[config.mk]
export PLATFORM = sky130hd
export DESIGN_NAME = game_mode_fsm
export DESIGN_NICKNAME = d
export VERILOG_FILES = /design/src/rtl/snake_pkg.sv /design/src/rtl/btn_debounce.sv /design/src/rtl/game_mode_fsm.sv
export SDC_FILE = /design/constraint.sdc
export NUM_CORES = 1
export LEC_CHECK = 0
export ABC_AREA = 1
export BUFFER_PORTS_ARGS = -buffer_cell sky130_fd_sc_hd__buf_2
export CORE_MARGIN = 2
export CORE_UTILIZATION = 56
export DETAILED_ROUTE_END_ITERATION = 7
export PLACE_DENSITY = 0.79
export SYNTH_ARGS = -nofsm -noshare
export SYNTH_HDL_FRONTEND = slang
export SYNTH_SLANG_ARGS = --single-unit
[constraint.sdc]
create_clock -name clk -period 1.4 [get_ports clk]
set_input_delay 0.14 -clock clk [delete_from_list [all_inputs] [get_ports clk]]
set_output_delay 0.14 -clock clk [all_outputs]
set_load 0.005 [all_outputs]
[src/rtl/snake_pkg.sv]
// rtl/snake_pkg.sv - shared mode encoding and game state type for the snake game
package snake_pkg;

  localparam logic [1:0] MODE_IDLE = 2'b00;
  localparam logic [1:0] MODE_PLAY = 2'b01;
  localparam logic [1:0] MODE_OVER = 2'b10;
  localparam logic [1:0] MODE_WIN  = 2'b11;

  typedef enum logic [2:0] {
    ST_IDLE,
    ST_PLAY,
    ST_PAUSE,
    ST_RESPAWN,
    ST_OVER,
    ST_WIN
  } game_state_t;

endpackage

[src/rtl/btn_debounce.sv]
// rtl/btn_debounce.sv - button synchroniser and debouncer with a one-cycle press event
module btn_debounce #(
  parameter int DEB_CYC = 1000000
) (
  input  logic clk,
  input  logic rst_n,
  input  logic btn_raw,
  output logic btn_evt
);

  localparam int CNT_W = (DEB_CYC > 1) ? $clog2(DEB_CYC) : 1;
  localparam logic [CNT_W-1:0] CNT_LAST = CNT_W'(DEB_CYC - 1);

  logic             sync1;
  logic             sync2;
  logic             deb;
  logic [CNT_W-1:0] cnt;

  always_ff @(posedge clk or negedge rst_n) begin
    if (!rst_n) begin
      sync1   <= 1'b0;
      sync2   <= 1'b0;
      deb     <= 1'b0;
      cnt     <= '0;
      btn_evt <= 1'b0;
    end else begin
      sync1   <= btn_raw;
      sync2   <= sync1;
      btn_evt <= 1'b0;
      if (sync2 == deb) begin
        cnt <= '0;
      end else if (cnt == CNT_LAST) begin
        // Only a 0->1 toggle of the debounced level is an event
        deb     <= ~deb;
        cnt     <= '0;
        btn_evt <= ~deb;
      end else begin
        cnt <= cnt + CNT_W'(1);
      end
    end
  end

endmodule

[src/rtl/game_mode_fsm.sv]
// rtl/game_mode_fsm.sv - snake game mode controller: buttons, lives, level, win/lose
module game_mode_fsm
  import snake_pkg::*;
#(
  parameter int SCORE_W     = 4,
  parameter int WIN_SCORE   = 13,
  parameter int LIVES       = 3,
  parameter int LEVEL_STEP  = 4,
  parameter int MAX_LEVEL   = 3,
  parameter int DEB_CYC     = 1000000,
  parameter int RESPAWN_CYC = 50000000
) (
  input  logic                           clk,
  input  logic                           rst_n,
  input  logic                           btn_start,
  input  logic                           btn_pause,
  input  logic                           hit,
  input  logic [SCORE_W-1:0]             score,
  output logic [1:0]                     mode,
  output logic                           paused,
  output logic [$clog2(LIVES+1)-1:0]     lives,
  output logic [$clog2(MAX_LEVEL+1)-1:0] level,
  output logic                           game_reset,
  output logic                           respawn
);

  localparam int LIVES_W = $clog2(LIVES + 1);
  localparam int LVL_W   = $clog2(MAX_LEVEL + 1);
  localparam int RESP_W  = (RESPAWN_CYC > 1) ? $clog2(RESPAWN_CYC) : 1;
  localparam logic [RESP_W-1:0] RESP_LAST = RESP_W'(RESPAWN_CYC - 1);

  logic              start_evt;
  logic              pause_evt;
  logic [SCORE_W-1:0] score_q;
  logic [LVL_W-1:0]  level_tgt;
  logic              win_hit;
  logic [RESP_W-1:0] resp_cnt;
  game_state_t       state;

  btn_debounce #(.DEB_CYC(DEB_CYC)) u_deb_start (
    .clk     (clk),
    .rst_n   (rst_n),
    .btn_raw (btn_start),
    .btn_evt (start_evt)
  );

  btn_debounce #(.DEB_CYC(DEB_CYC)) u_deb_pause (
    .clk     (clk),
    .rst_n   (rst_n),
    .btn_raw (btn_pause),
    .btn_evt (pause_evt)
  );

  generate
    if ((LEVEL_STEP & (LEVEL_STEP - 1)) == 0) begin : g_shift
      assign score_q = score >> $clog2(LEVEL_STEP);
    end else begin : g_div
      assign score_q = score / SCORE_W'(LEVEL_STEP);
    end
  endgenerate

  assign level_tgt = (32'(score_q) > MAX_LEVEL) ? LVL_W'(MAX_LEVEL) : LVL_W'(score_q);
  assign win_hit   = (32'(score) >= WIN_SCORE);

  always_ff @(posedge clk or negedge rst_n) begin
    if (!rst_n) begin
      state      <= ST_IDLE;
      mode       <= MODE_IDLE;
      paused     <= 1'b0;
      lives      <= LIVES_W'(LIVES);
      level      <= '0;
      game_reset <= 1'b0;
      respawn    <= 1'b0;
      resp_cnt   <= '0;
    end else begin
      game_reset <= 1'b0;
      respawn    <= 1'b0;
      case (state)
        ST_IDLE, ST_OVER, ST_WIN: begin
          if (start_evt) begin
            state      <= ST_PLAY;
            mode       <= MODE_PLAY;
            game_reset <= 1'b1;
            lives      <= LIVES_W'(LIVES);
            level      <= '0;
          end
        end
        ST_PLAY: begin
          // Level only ratchets upward within a game
          if (level_tgt > level) level <= level_tgt;
          if (win_hit) begin
            state <= ST_WIN;
            mode  <= MODE_WIN;
          end else if (hit) begin
            lives <= lives - LIVES_W'(1);
            if (lives == LIVES_W'(1)) begin
              state <= ST_OVER;
              mode  <= MODE_OVER;
            end else begin
              state    <= ST_RESPAWN;
              resp_cnt <= '0;
            end
          end else if (pause_evt) begin
            state  <= ST_PAUSE;
            paused <= 1'b1;
          end
        end
        ST_PAUSE: begin
          if (pause_evt || start_evt) begin
            state  <= ST_PLAY;
            paused <= 1'b0;
          end
        end
        ST_RESPAWN: begin
          if (resp_cnt == RESP_LAST) begin
            state    <= ST_PLAY;
            respawn  <= 1'b1;
            resp_cnt <= '0;
          end else begin
            resp_cnt <= resp_cnt + RESP_W'(1);
          end
        end
        default: begin
          state  <= ST_IDLE;
          mode   <= MODE_IDLE;
          paused <= 1'b0;
        end
      endcase
    end
  end

endmodule

# == Yosys cells after proc, flatten, opt, wreduce, memory -nomap -nowiden ==
# Cells that the tools add are included.
# word_totals
wordCells,112
regBits,86
output_inout_bits,9
inputBits,9
# op_classes
n_bitwise,6
add_sub_neg,4
magnitude_cmp,3
n_reduce_logical,15
eq_ne,23
mux,43
# ops
operator,count
2-to-1 mux 26 bit,4
2-to-1 mux 20 bit,4
case mux 26 bit (2 select lines),1
adder 20 x 1 -> 20 bit (second input constant),2
== test 20 bit (second input constant),2
adder 26 x 1 -> 26 bit (second input constant),1
== test 26 bit (second input constant),1
2-to-1 mux 3 bit,7
2-to-1 mux 2 bit,10
AND reduction 4 bit,4
inequality test 2 bit (second input constant),7
2-to-1 mux 1 bit,12
case mux 3 bit (4 select lines),1
case mux 2 bit (2 select lines),2
== test 3 x 2 -> 1 bit (second input constant),2
== test 3 bit (second input constant),2
inequality test 3 bit (second input constant),2
inverter 1 bit,6
case mux 2 bit (3 select lines),1
AND reduction 5 bit,1
greater-or-equal comparator 4 bit (second input constant),1
inequality test 2 x 1 -> 1 bit (second input constant),2
inequality test 4 x 3 -> 1 bit (second input constant),1
AND reduction 2 bit,2
14 further kinds,16

# == Longest topological paths before layout ==
# depth
word_depth,5
mapped_depth,10

# == Hierarchy ==
# A second synthesis with hierarchy kept.
# unflattened
hier_cells,690
area_unflattened_um2,5283.8
# by_module_without_submodules
module,cells_per_inst,n_inst,area_per_inst_um2
btn_debounce,167,2,1395.1
game_mode_fsm,356,1,2493.6

# == Least setup slack after synthesis ==
# No wires, ideal clock.
# synth_timing
path_type,reg-to-reg
start,register lives[1]
end,register resp_cnt[10]
n_path_buf,1
path_stages_with_launch,8
t_required_ns,1.274
setup_slack_ns,-0.147
t_arrival_ns,1.421
path_cell_list,dfstp_2 -> inv_1 -> ha_1 -> a21oi_2 -> nand2_2 -> nor2_4 -> buf_6 -> o22ai_2
# synth_between
elab_chain_cells,3
# synth_rtl
item,line,rtl
"start, declared",game_mode_fsm.sv:21,"output logic [$clog2(LIVES+1)-1:0] lives,"
"start signal, assigned",game_mode_fsm.sv:70,lives <= LIVES_W'(LIVES);
"start signal, assigned",game_mode_fsm.sv:84,lives <= LIVES_W'(LIVES);
"start signal, assigned",game_mode_fsm.sv:95,lives <= lives - LIVES_W'(1);
== test 2 x 1 -> 1 bit,game_mode_fsm.sv:96,if (lives == LIVES_W'(1)) begin
inequality test 2 bit (no source line),-,
AND reduction 4 bit (no source line),-,
"end signal, assigned",game_mode_fsm.sv:120,resp_cnt <= resp_cnt + RESP_W'(1);
"end, declared",game_mode_fsm.sv:37,logic [RESP_W-1:0] resp_cnt;
# Every way passes these cells.
# A chain may end at the register's enable or synchronous reset.

# == Worst setup path in the final report ==
# layout_timing
start,register resp_cnt[4]
end,register resp_cnt[10]
# layout_between
elab_chain_cells,3
word_cells_on_any_way,4
# layout_rtl
item,line,rtl
adder 26 x 1 -> 26 bit or == test 26 bit (tied branches),"game_mode_fsm.sv:120, game_mode_fsm.sv:115",
2-to-1 mux 26 bit *,game_mode_fsm.sv:115,if (resp_cnt == RESP_LAST) begin
case mux 26 bit (2 select lines) *,game_mode_fsm.sv:78,case (state)
# Every way passes the cells marked *; elsewhere a longest branch is shown, timed or not.

==> flow_summary.yaml <==
outcome:
  outcome: "complete, but fails checks"
  violations: "negative setup slack"
critical_path:
  cp_slowest_cell: "dfrtp_1"
  crit_type: "reg -> reg"
  crit_buf_inv: 1
  cp_max_fo: 4
  crit_cells: 6
  critPathLaunchType: "register"
  crit_family: "simple AND/OR/NAND/NOR gates"
  critical_path.max_stage_delay_ns: 0.45
  critPathRequiredTime_ns: 1.62
  ff2ff_path_depth: 6
  cp.arrival_ns: 2.15
  path_cells: "nand2_1 > buf_4 > nor2_1 > nand3_1 > xor2_1 > o22ai_2"
  critPathCaptureType: "register"
global_routing:
  grt-ovfl-total: 0
  first_global_vias: 5392
  grt_usage_pct: 29.93
  grt_max_degree: 48
  antenna_found_initial: 0
  grt_pass1_wl_mm: 23.63
routing:
  wl_per_cell_um: 19.57
  route.detailed.drc: 0
  via_per_inst: 6.112
  met1_length_mm: 6.193
  ant_nets: 0
  highest_layer: "met4"
  drt_wl_total_mm: 18.18
  drtIter0Drc: 536
  vias: 5678
  wl_met2_mm: 9.070
  drtPass1Iterations: 7
  dr_wl_met3_mm: 1.508
synthesis:
  synth_cell_types: 33
  synthMuxAreaShare_pct: 0
  yosysTopAreaCell: "dfrtp_1"
  synth_edf_count: 0
  yosys-top-cells-count: "nand2_1 (175), nor2_1 (117), dfrtp_1 (84)"
  synth_cells: 672
  ys_dominant_reg_cell: "dfrtp_1"
  syn_area_per_cell_sq_um: 7.388
  yosys.area.top_type_share_pct: 42.34
  synth_compound_area_share_pct: 6.779
  synth.cell_area_sq_mm: 0.004965
  synth_top_family_by_area: "simple AND/OR/NAND/NOR gates"
  synth_area_leaders: "dfrtp_1 (42%), nand2_1 (13%), nor2_1 (8.8%)"
  synthesis.nets: 688
  synthSimpleGateAreaFrac_pct: 37.12
  async_reset_ff_share_pct: 100.0
  yosysSeqAreaShare_pct: 43.40
  synth_warnings: 0
  synthAdderAreaFrac_pct: 1.764
  yosysMostFrequentCell: "nand2_1"
  ys_ff_latch: 86
  synth_xor_area_share_pct: 3.881
timing:
  rsz0062_at_grt: "true"
  fmax_mhz: 519.5
  min_period_over_period_pct: 137.5
  final.min_clock_period_ns: 1.925
  slew_violations: 0
  hold_viol: 0
  slew_headroom_pct: 67.09
  finalSetupViolations: 67
  tightest_slew_ns: 0.4918
  setup_slack_ns: -0.5251
  finClkSkew_ns: 0.01980
finish:
  num-nets-final: 832
  drive_gt1_share_pct: 41.78
  stdcell_count: 929
  fin_util_pct: 82.11
  n_fill_cell: 451
  area_growth_pct: 43.52
  antennaDiodeCount: 0
place:
  dp_hpwl_mm: 9.571
  gp_congestion: 0.9432
  numPortBuffers: 17
  placed_cells: 885
clock_tree:
  cts_tree: "built"
  clkSinkCount: 86
  clk_latency_ns: 0.38
  cts-root-buf: "clkbuf_8"
  h-tree-depth: 3
  clock_path_buffers: 2
  clk_pin_slew_ns: 0.10
  cts_made_buffers: 9
die:
  chipHeight_um: 98.16
  fp.coreArea_sq_mm: 0.008678
  die_w_um: 98.16
  initial_utilization_pct: 57.21
  std_cell_rows: 34
  dieArea_sq_mm: 0.009634
  ios: 18
job:
  timing.max_cap.violations: 0
pwr:
  peakVddDrop_mv: 0.6671
  total_power_mw: 4.581
  powerDensity_mw_per_mm2: 642.9
  p_leak_nw: 3.632
min_path:
  hp-class: "in -> reg"
  whs_path_depth: 3
-- cell usage in the layout (no fill, tap or decap), types with 5 or more instances in the layout --
cell      instances
nand2_1         139
buf_4            99
nor2_1           81
dfrtp_1          74
inv_1            68
nand3_1          36
nand2_2          33
nor2_2           27
nor2_4           20
nand4_1          19
buf_6            16
xor2_1           15
nand2_4          15
buf_2            15
o21ai_2          14
clkbuf_8         12
o21ai_0          11
nor3_2           10
dfrtp_2          10
a21oi_1           9
inv_2             9
nand3_2           9
nand3_4           7
a21oi_2           6
nor3_1            6
nor3_4            6
o21ai_1           5
inv_4             5
-- stage by stage --
| stage | hold WS, ns | worst slack [ns] | cell area, sq um | TNS, ns |
|---|---|---|---|---|
| after floorplan | -0.1556 | -0.07471 | 5005 | -0.5965 |
| after global placement | 0.03841 | -0.1769 | 5933 | -3.605 |
| after detailed placement | 0.05188 | -0.2081 | 5933 | -7.610 |
| after CTS | 0.04979 | -0.1203 | 6539 | -2.953 |
| after global routing | 0.06953 | -0.4455 | 7126 | -12.75 |
| final | 0.05208 | -0.5251 | 7126 | -8.634 |
-- registers in the layout, indices dropped and copies added (netlist names), 2 cells and up --
name,flops
resp_cnt,26
u_deb_pause.cnt,20
u_deb_start.cnt,20
state,3
level,2
lives,2
mode,2
-- cells by family after synthesis --
kind of cell               Yosys count
AOI/OAI and AO/OA                   54
xor gates and xnor gates            22
adders and majority gates            7
buffers and inverters               87
DFF                                 86
and+or+nand+nor                    416
-- power by group --
group / switching (mW) / leakage, nW / total, mW / internal, mW
Clock: 0.981 / 0.0986 / 1.78 / 0.795
Sequential: 0.0293 / 1.03 / 2.54 / 2.51
Combinational: 0.159 / 2.50 / 0.268 / 0.109
-- layout make-up --
cell class | instances | area, sq um | share of cell area, %
flip-flops and latches | 86 | 2167 | 30.41
inverters | 82 | 320.3 | 4.495
multi-input cells | 500 | 3199 | 44.90
clock inverters | 4 | 30.03 | 0.4214
well taps | 108 | 135.1 | 1.896
clock buffers | 12 | 165.2 | 2.318
repair buffers | 137 | 1109 | 15.56
-- final timing paths --
kind,startpoint,to,slack (ns)
min in group asynchronous,rst_n,u_deb_start.cnt[0]$_DFF_PN0_,0.18
max in group asynchronous,rst_n,resp_cnt[22]$_DFFE_PN0P_,0.63
hold / removal,score[3],level[1]$_DFFE_PN0P_,0.05
setup / recovery,resp_cnt[4]$_DFFE_PN0P_,resp_cnt[10]$_DFFE_PN0P_,-0.53
hold reg to reg,u_deb_pause.sync1$_DFF_PN0_,u_deb_pause.sync2$_DFF_PN0_,0.36
setup reg to reg,resp_cnt[4]$_DFFE_PN0P_,resp_cnt[10]$_DFFE_PN0P_,-0.53
-- worst reg2reg max path, delay by kind of cell (launching register included) --
kind	cells	cell delay (ns)
XOR/XNOR	1	0.41
AND/OR/NAND/NOR	3	0.55
flip-flops	1	0.45
AO/OA/AOI/OAI	1	0.19
buffers and inverters	1	0.17
-- layer usage --
metal / vias up / GRT usage [%]
met1: 2703 / 35.10
li1: 2433 / -
met4: 0 / 12.22
met3: 150 / 6.299
met2: 392 / 53.42
met5: - / 0
-- what timing repair did --
item / CTS / global route
endpoints found under the setup margin: 71 / 76
setup buffers: 10 / 14
pin swaps: 30 / 38
hold buffers: 3 / 0
resized for setup: 87 / 131
hold endpoints to repair: 21 / 0
cloned: 1 / 0
Note: power is estimated with default switching activity, not from simulation.
